**config.mk**
```make
export PLATFORM = sky130hd
export DESIGN_NAME = ins_decode_seq
export DESIGN_NICKNAME = d
export VERILOG_FILES = /design/src/rtl/ins_decode_seq.sv
export SDC_FILE = /design/constraint.sdc
export NUM_CORES = 1
export LEC_CHECK = 0
export ABC_CLOCK_PERIOD_IN_PS = 3100
export BUFFER_PORTS_ARGS = -buffer_cell sky130_fd_sc_hd__buf_4
export CORE_MARGIN = 4
export CORE_UTILIZATION = 50
export DETAILED_ROUTE_END_ITERATION = 6
export GPL_ROUTABILITY_DRIVEN = 0
export GPL_TIMING_DRIVEN = 0
export PLACE_DENSITY = 0.84
export SLEW_MARGIN = 25
export SYNTH_ARGS = -nofsm -noshare
export SYNTH_HDL_FRONTEND = slang
export SYNTH_SLANG_ARGS = --single-unit
```
**constraint.sdc**
```tcl
create_clock -name clk -period 3.1 [get_ports clk]
set_clock_uncertainty 0.2 [all_clocks]
set_input_delay 0.155 -clock clk [delete_from_list [all_inputs] [get_ports clk]]
set_output_delay 0.155 -clock clk [all_outputs]
set_load 0.02 [all_outputs]
```
**src/rtl/ins_decode_seq.sv**
```systemverilog
// ---------------------------------------------------------------------------
// ins_decode_seq
//
// Purpose:
//   Instruction register, fetch/execute phase bit, CF/ZF flag registers,
//   halt latch and retired-instruction counter for the model machine.
//   Decodes the instruction register into the one-hot instruction lines
//   that the control-signal generator consumes. It also applies the ir_ld,
//   sm_en, cf_en and zf_en strobes that the generator drives back.
//
// Handshake / strobe semantics:
//   There is no valid/ready pair. Every strobe is sampled on the rising
//   clk edge and is qualified by the current phase:
//   - ir_ld acts only in fetch (sm=0).
//   - cf_en and zf_en act only in execute (sm=1).
//   - sm_en advances the phase only while the block is not halted.
//
// Ports:
//   clk            system clock, rising edge
//   rst_n          asynchronous active-low reset
//   dbus[7:0]      data bus; carries the instruction byte during fetch
//   ir_ld          load IR from dbus (acts in fetch only)
//   sm_en          phase-advance enable
//   cf_en, zf_en   flag update enables (act in execute only)
//   alu_cf, alu_zf carry/zero results from the ALU/shifter
//   ir[7:0]        instruction register
//   sm             phase: 0 = fetch, 1 = execute (also the FSM state)
//   movea..halt    one-hot instruction lines (all 0 during fetch)
//   cf, zf         flag registers
//   halted         sticky halt status
//   icount         retired-instruction counter, wraps
// ---------------------------------------------------------------------------
module ins_decode_seq #(
    parameter int CNT_W = 16
) (
    input  logic             clk,
    input  logic             rst_n,
    input  logic [7:0]       dbus,
    input  logic             ir_ld,
    input  logic             sm_en,
    input  logic             cf_en,
    input  logic             zf_en,
    input  logic             alu_cf,
    input  logic             alu_zf,
    output logic [7:0]       ir,
    output logic             sm,
    output logic             movea,
    output logic             moveb,
    output logic             movec,
    output logic             add,
    output logic             sub,
    output logic             and1,
    output logic             not1,
    output logic             rsr,
    output logic             rsl,
    output logic             jmp,
    output logic             jz,
    output logic             jc,
    output logic             in1,
    output logic             out1,
    output logic             nop,
    output logic             halt,
    output logic             cf,
    output logic             zf,
    output logic             halted,
    output logic [CNT_W-1:0] icount
);

    typedef enum logic {
        PH_FETCH = 1'b0,
        PH_EXEC  = 1'b1
    } phase_t;

    // Bit positions inside the packed one-hot decode vector.
    localparam int B_HALT  = 0;
    localparam int B_NOP   = 1;
    localparam int B_OUT1  = 2;
    localparam int B_IN1   = 3;
    localparam int B_JC    = 4;
    localparam int B_JZ    = 5;
    localparam int B_JMP   = 6;
    localparam int B_RSL   = 7;
    localparam int B_RSR   = 8;
    localparam int B_NOT1  = 9;
    localparam int B_AND1  = 10;
    localparam int B_SUB   = 11;
    localparam int B_ADD   = 12;
    localparam int B_MOVEC = 13;
    localparam int B_MOVEB = 14;
    localparam int B_MOVEA = 15;

    phase_t           sm_q, sm_d;
    logic [7:0]       ir_q, ir_d;
    logic             cf_q, cf_d;
    logic             zf_q, zf_d;
    logic             halted_q, halted_d;
    logic [CNT_W-1:0] icount_q, icount_d;

    logic [15:0]      dec_raw;   // decode of ir_q alone, not gated by phase
    logic [15:0]      dec_out;   // gated lines driven to the ports
    logic             advance;   // phase may move this cycle

    // ------------------------------------------------------------------
    // State registers
    // ------------------------------------------------------------------
    always_ff @(posedge clk or negedge rst_n) begin
        if (!rst_n) begin
            sm_q     <= PH_FETCH;
            ir_q     <= 8'h00;
            cf_q     <= 1'b0;
            zf_q     <= 1'b0;
            halted_q <= 1'b0;
            icount_q <= '0;
        end else begin
            sm_q     <= sm_d;
            ir_q     <= ir_d;
            cf_q     <= cf_d;
            zf_q     <= zf_d;
            halted_q <= halted_d;
            icount_q <= icount_d;
        end
    end

    // ------------------------------------------------------------------
    // Raw opcode decode. Rd = ir[3:2] selects within the jump group.
    // Rs = ir[1:0] selects within the shift group.
    // ------------------------------------------------------------------
    always_comb begin
        dec_raw = 16'h0000;
        case (ir_q[7:4])
            4'h0: dec_raw[B_NOP]   = 1'b1;
            4'h1: dec_raw[B_IN1]   = 1'b1;
            4'h2: dec_raw[B_OUT1]  = 1'b1;
            4'h3: dec_raw[B_MOVEA] = 1'b1;
            4'h4: dec_raw[B_MOVEB] = 1'b1;
            4'h5: dec_raw[B_MOVEC] = 1'b1;
            4'h6: begin
                case (ir_q[3:2])
                    2'b00:   dec_raw[B_JMP] = 1'b1;
                    2'b01:   dec_raw[B_JZ]  = 1'b1;
                    2'b10:   dec_raw[B_JC]  = 1'b1;
                    default: dec_raw[B_NOP] = 1'b1;
                endcase
            end
            4'h8: dec_raw[B_ADD]   = 1'b1;
            4'h9: dec_raw[B_SUB]   = 1'b1;
            4'hA: dec_raw[B_AND1]  = 1'b1;
            4'hB: dec_raw[B_NOT1]  = 1'b1;
            4'hC: begin
                case (ir_q[1:0])
                    2'b00:   dec_raw[B_RSR] = 1'b1;
                    2'b01:   dec_raw[B_RSL] = 1'b1;
                    default: dec_raw[B_NOP] = 1'b1;
                endcase
            end
            4'hF: dec_raw[B_HALT]  = 1'b1;
            default: dec_raw[B_NOP] = 1'b1;   // 7, D, E are reserved
        endcase
    end

    // ------------------------------------------------------------------
    // Output gating. The lines are silent in fetch. Once halted, only
    // halt is shown, whatever IR holds.
    // ------------------------------------------------------------------
    always_comb begin
        dec_out = 16'h0000;
        if (sm_q == PH_EXEC) begin
            if (halted_q) begin
                dec_out[B_HALT] = 1'b1;
            end else begin
                dec_out = dec_raw;
            end
        end
    end

    // ------------------------------------------------------------------
    // Next-state logic
    // ------------------------------------------------------------------
    assign advance = sm_en && !halted_q;

    always_comb begin
        sm_d     = sm_q;
        ir_d     = ir_q;
        cf_d     = cf_q;
        zf_d     = zf_q;
        halted_d = halted_q;
        icount_d = icount_q;

        // IR is frozen through execute so the decode stays stable.
        if (ir_ld && (sm_q == PH_FETCH)) begin
            ir_d = dbus;
        end

        if (advance) begin
            sm_d = (sm_q == PH_FETCH) ? PH_EXEC : PH_FETCH;
        end

        if (sm_q == PH_EXEC) begin
            if (cf_en) begin
                cf_d = alu_cf;
            end
            if (zf_en) begin
                zf_d = alu_zf;
            end
            if (dec_raw[B_HALT]) begin
                halted_d = 1'b1;
            end
            // Retire on the execute->fetch transition only.
            if (advance) begin
                icount_d = icount_q + CNT_W'(1);
            end
        end
    end

    // ------------------------------------------------------------------
    // Port mapping
    // ------------------------------------------------------------------
    assign ir     = ir_q;
    assign sm     = sm_q;
    assign cf     = cf_q;
    assign zf     = zf_q;
    assign halted = halted_q;
    assign icount = icount_q;

    assign halt   = dec_out[B_HALT];
    assign nop    = dec_out[B_NOP];
    assign out1   = dec_out[B_OUT1];
    assign in1    = dec_out[B_IN1];
    assign jc     = dec_out[B_JC];
    assign jz     = dec_out[B_JZ];
    assign jmp    = dec_out[B_JMP];
    assign rsl    = dec_out[B_RSL];
    assign rsr    = dec_out[B_RSR];
    assign not1   = dec_out[B_NOT1];
    assign and1   = dec_out[B_AND1];
    assign sub    = dec_out[B_SUB];
    assign add    = dec_out[B_ADD];
    assign movec  = dec_out[B_MOVEC];
    assign moveb  = dec_out[B_MOVEB];
    assign movea  = dec_out[B_MOVEA];

endmodule

```
==> Yosys cells after proc, flatten, opt, wreduce, memory -nomap -nowiden <==
Cells that the tools add are included.
{ "classes": {"add_sub_neg": 1, "n_eq_ne": 15, "mux": 24, "bitwise_logic": 1, "n_reduce_logical": 12} }
{ "op_table": {"columns": ["op", "n"], "rows": [
  ["4-bit equality test (second input constant)", 6],
  ["1-bit two-way mux", 19],
  ["16-bit by 1-bit adder with 16-bit output (second input constant)", 1],
  ["16-bit two-way mux", 1],
  ["15-bit two-way mux", 1],
  ["4-bit by 3-bit equality test with 1-bit output (second input constant)", 3],
  ["10-bit OR reduction", 1],
  ["4-bit by 2-bit equality test with 1-bit output (second input constant)", 2],
  ["2-bit AND reduction", 4],
  ["2-bit by 1-bit equality test with 1-bit output (second input constant)", 2],
  ["4-bit by 1-bit equality test with 1-bit output (second input constant)", 1],
  ["2-bit logical NOT", 2],
  ["3-bit two-way mux", 1],
  ["1-bit one-hot mux with 3 select lines", 1],
  ["3-bit OR reduction", 1],
  ["2-bit equality test (second input constant)", 1],
  ["1-bit logical AND", 2],
  ["2-bit two-way mux", 1],
  ["2-bit OR reduction", 1],
  ["1-bit logical NOT", 1],
  ["1-bit inverter", 1]
]} }
{ "totals": {"register_bits": 28, "input_bits": 16, "out_inout_bits": 44, "elab_cells": 59} }

==> Depth between registers and ports, before layout <==
{ "depth": {"ltp_word": 6, "ltp_mapped": 5} }

==> Worst setup path after synthesis <==
Ideal clock, no wire load.
{ "synth_path": {"kind": "register -> output", "start": "reg sm_q, in the netlist sm", "end": "out rsl", "arrival_time_ps": 1818, "required_ps": 2745, "path_slack_ps": 927, "path_stages_with_launch": 5, "cell_sequence": "dfrtp_1 buf_4 nand2b_1 or3_1 nor4_1"} }
{ "synth_via": {"elab_chain_cells": 1} }
{ "synth_lines": {"columns": ["element", "line_no", "source"], "rows": [
  ["start: declaration", "92", "phase_t sm_q, sm_d;"],
  ["start signal: assignment", "115", "sm_q <= sm_d;"],
  ["16-bit two-way mux", "167", "if (sm_q == PH_EXEC) begin"],
  ["end: declaration", "55", "output logic rsl,"]
]} }
Every way passes these cells.

==> Worst setup path after layout <==
{ "layout_path": {"start": "reg sm_q, in the netlist sm", "end": "out jc"} }
{ "layout_via": {"elab_chain_cells": 1} }
{ "layout_lines": {"columns": ["element", "line_no", "source"], "rows": [
  ["16-bit two-way mux", "167", null],
  ["end: declaration", "58", "output logic jc,"]
]} }
Every way passes these cells.

==> results by stage <==
Floorplanning:
- In this run the count of I/O pins placed on the die edge is 60.
- For this configuration, the core starts out at a cell density of 54.2%.
- From left edge to right edge, the die measures 60.5 um.
- The die is 60.5 um tall.
- The core region is 2540 sq um.
- The floorplan has 18 rows.
- The floorplan step defined a die boundary enclosing 3660 sq um.

Drt:
- The number of remaining DRC errors is 0.
- For this block, the routed nets add up to 3.35 mm of wire.
- Before antenna repair, the detailed router went through 4 iterations.
- The average wire per standard cell is 14.3 um.
- The number of nets with antenna violations after detailed routing is 0.
- The routed layout has 1215 vias.
- The via count normalized by instance count is 5.19.
- For this block, the initial DRC count from the detailed router was 84.

Setup path:
- STA puts the critical path data required time at 2740 ps.
- Counting both buffers and inverters, the worst setup path holds a total of 2.
- Traced cell by cell, the critical path runs through buf_4 > nand2b_1 > or3_1 > nor3b_1 > buf_4.
- The largest fanout on the critical path is 9.
- On the worst path, the slowest cell contributes a delay of 460 ps.
- By startpoint and endpoint, the worst setup path is classified as flop to output pin.
- At the worst endpoint, the arrival time is 1970 ps.
- The worst setup path is captured at an output pin.
- The register-to-register setup slack is 1240 ps.
- The cell type of the slowest stage on the worst timing path is or3_1.
- The cell family contributing the most delay on the critical path is simple AND/OR/NAND/NOR gates.
- The worst setup path is launched from a flop.
- Among the stages of the critical path, the cell type that occurs most often is buf_4.

STA:
- The relative slew slack is 65.6%.
- The number of setup violations in the final report is 0.
- The minimum clock period is 2320 ps.
- The max-slew violation count was 0.
- Timing would allow up to 431 MHz.
- The hold violation count in the final report is 0.
- For the pin with the worst max-slew slack, the measured transition is 511 ps.
- The post-route clock period utilization is 74.8%.
- Summed over all failing endpoints, the final setup total negative slack is 0 ps.
- Setup repair after global routing left no endpoint under its margin.

Synth:
- The post-synthesis instance area is 1380 sq um.
- The number of instances in the synthesized netlist is 127.
- Summing the sequential cell areas from Yosys gives 50.8% of the chip area.
- The Yosys step of the flow raised 0 warnings.
- The synthesized netlist net count is 144.
- The number of enable-type register cells in the synthesized netlist is 0.
- The synthesized netlist contains 29 unique library cells.
- Of all flip-flops after synthesis, the portion carrying an async set or reset was 100%.
- Each instance of the synthesized netlist takes up on average 10.9 sq um.
- The main flop type after synthesis is dfrtp_1.
- Synthesis inferred 28 register bits.

CTS:
- The clock passes through at most 2 buffers.
- At the later pin of the worst-skew pair, clock insertion delay measures 320 ps.
- The cell chosen for the clock root is clkbuf_4.
- The clock sink count is 28.
- The number of buffers created by CTS is 3.
- The post-cts sizing count is 0.
- TritonCTS built the clock tree.
- After clock tree synthesis, the clock-pin slew on the worst setup and hold paths is 140 ps.
- CTS built an H-tree with a depth of 1.

Finish:
- Once layout is complete, the utilization of the core stands at 80.0%.
- After the last flow step, the layout net total stands at 222.
- The fraction of final layout cells sized beyond drive strength 1 is 39.2%.
- Compared with the post-synthesis result, the final layout area differs by 47.6%.
- Leaving out fill and tap cells, the most frequent cell in the layout is buf_4.
- The number of antenna repair diodes is 0.
- In the layout the commonest cells are buf_4, dfrtp_1, dlygate4sd3_1.

Power:
- For this design the static power due to leakage is 0.00100 uW.
- The cell area power density is 766 nW/um^2.
- The worst-case IR drop observed on VDD is 0.000739 V.

Global route:
- Entering global routing, the biggest net connects 29 pins.
- Global routing used 19.4% of the available tracks.
- The number of antenna violations at the first check in global routing is 0.
- The number of global-route vias before repair is 1196.
- The first global-routing pass estimated 5.32 mm of wire.
- The total congestion overflow is 0.

Min path:
- The worst hold path belongs to the class input port to async pin.

Run status:
- The run finished with clean final reports.

Job:
- The max-capacitance violation count is 0.

Place:
- Port buffering added 59 buffers.
- Detailed placement ended at an HPWL of 2.39 mm.
## synthesized netlist by cell type (all sizes together), types with 2 or more instances
library cell	n	area share [%]
nand2b	4	1.8
dfrtp	28	51
nand3	6	2.2
nand2	11	3.0
nor4	3	1.4
mux2	10	8.2
xor2	6	3.8
or3	4	1.8
nor2	13	3.9
nor3	7	2.5
xnor2	10	6.3
and3	2	0.91
nor3b	4	2.2
nand4	3	1.4
inv	3	0.82
## final cells by class
cell class | instances | area, sq um
Tap cell | 30 | 37.5
Timing Repair Buffer | 73 | 583
Inverter | 3 | 11.3
Multi-Input combinational cell | 94 | 657
Buffer | 2 | 11.3
Sequential cell | 28 | 701
Fill cell | 168 | 508
Clock buffer | 4 | 36.3
## stage by stage
step	power (uW)	std cells	hold slack, ps	area [sq um]	setup WS (ps)
final	1560	234	64.3	2040	780
after global routing	1660	234	80.4	2040	656
after CTS	1560	234	70.1	2040	822
after detailed placement	1360	216	-115	1860	1220
after global placement	1330	216	-116	1860	1270
after floorplan	1050	127	-341	1380	927
## routing by layer
layer / vias up / track usage, % / part of all wire, %
met1: 568 / 23.6 / 41
met3: 4 / 3.62 / 9.9
met5: - / 0 / 0
li1: 591 / - / -
met2: 52 / 34.6 / 49
met4: 0 / 6.50 / 0.66
## flip-flops by register name (all words and copies together) (netlist names)
register and count:
sm 1, cf 1, halted 1, ir 8, zf 1, icount 16
## report_power, final
group          total [uW]  internal, uW  switching [uW]  leakage [uW]
combinational         765           371             393      0.000627
clock                 171          71.8            99.3     0.0000210
sequential            625           473             152      0.000355
## final timing paths
check                                         endpoint  depth (start not counted)                   start
worst min-delay path                 ir[0]$_DFFE_PN0P_                          2                   rst_n
min in group clk                     ir[0]$_DFFE_PN0P_                          5                   ir_ld
worst max-delay path                                jc                          5          sm$_DFFE_PN0P_
worst max register to register  icount[14]$_DFFE_PN0P_                          5   icount[0]$_DFFE_PN0P_
max in group asynchronous       icount[12]$_DFFE_PN0P_                          2                   rst_n
worst min register to register  icount[12]$_DFFE_PN0P_                          1  icount[12]$_DFFE_PN0P_
## logic make-up (layout without fill, tap and decap cells)
group / count (synthesis) / in the layout / share of synthesized area [%]
AO/OA/AOI/OAI: 3 / 3 / 1.27
multiplexers: 10 / 10 / 8.16
XOR/XNOR: 16 / 16 / 10.2
adder cells (fa/ha/maj): 1 / 1 / 0.906
buffers and inverters: 5 / 82 / 1.63
flip-flops: 28 / 28 / 50.8
AND/OR/NAND/NOR: 64 / 64 / 27.1
## what timing repair did
| action | CTS | global route |
|---|---|---|
| hold buffers | 14 | 0 |
| setup buffers | 0 | 0 |
| setup endpoints to repair | 0 | 0 |
| hold endpoints to repair | 40 | 0 |
No activity file was read; power rests on OpenSTA's default activity.
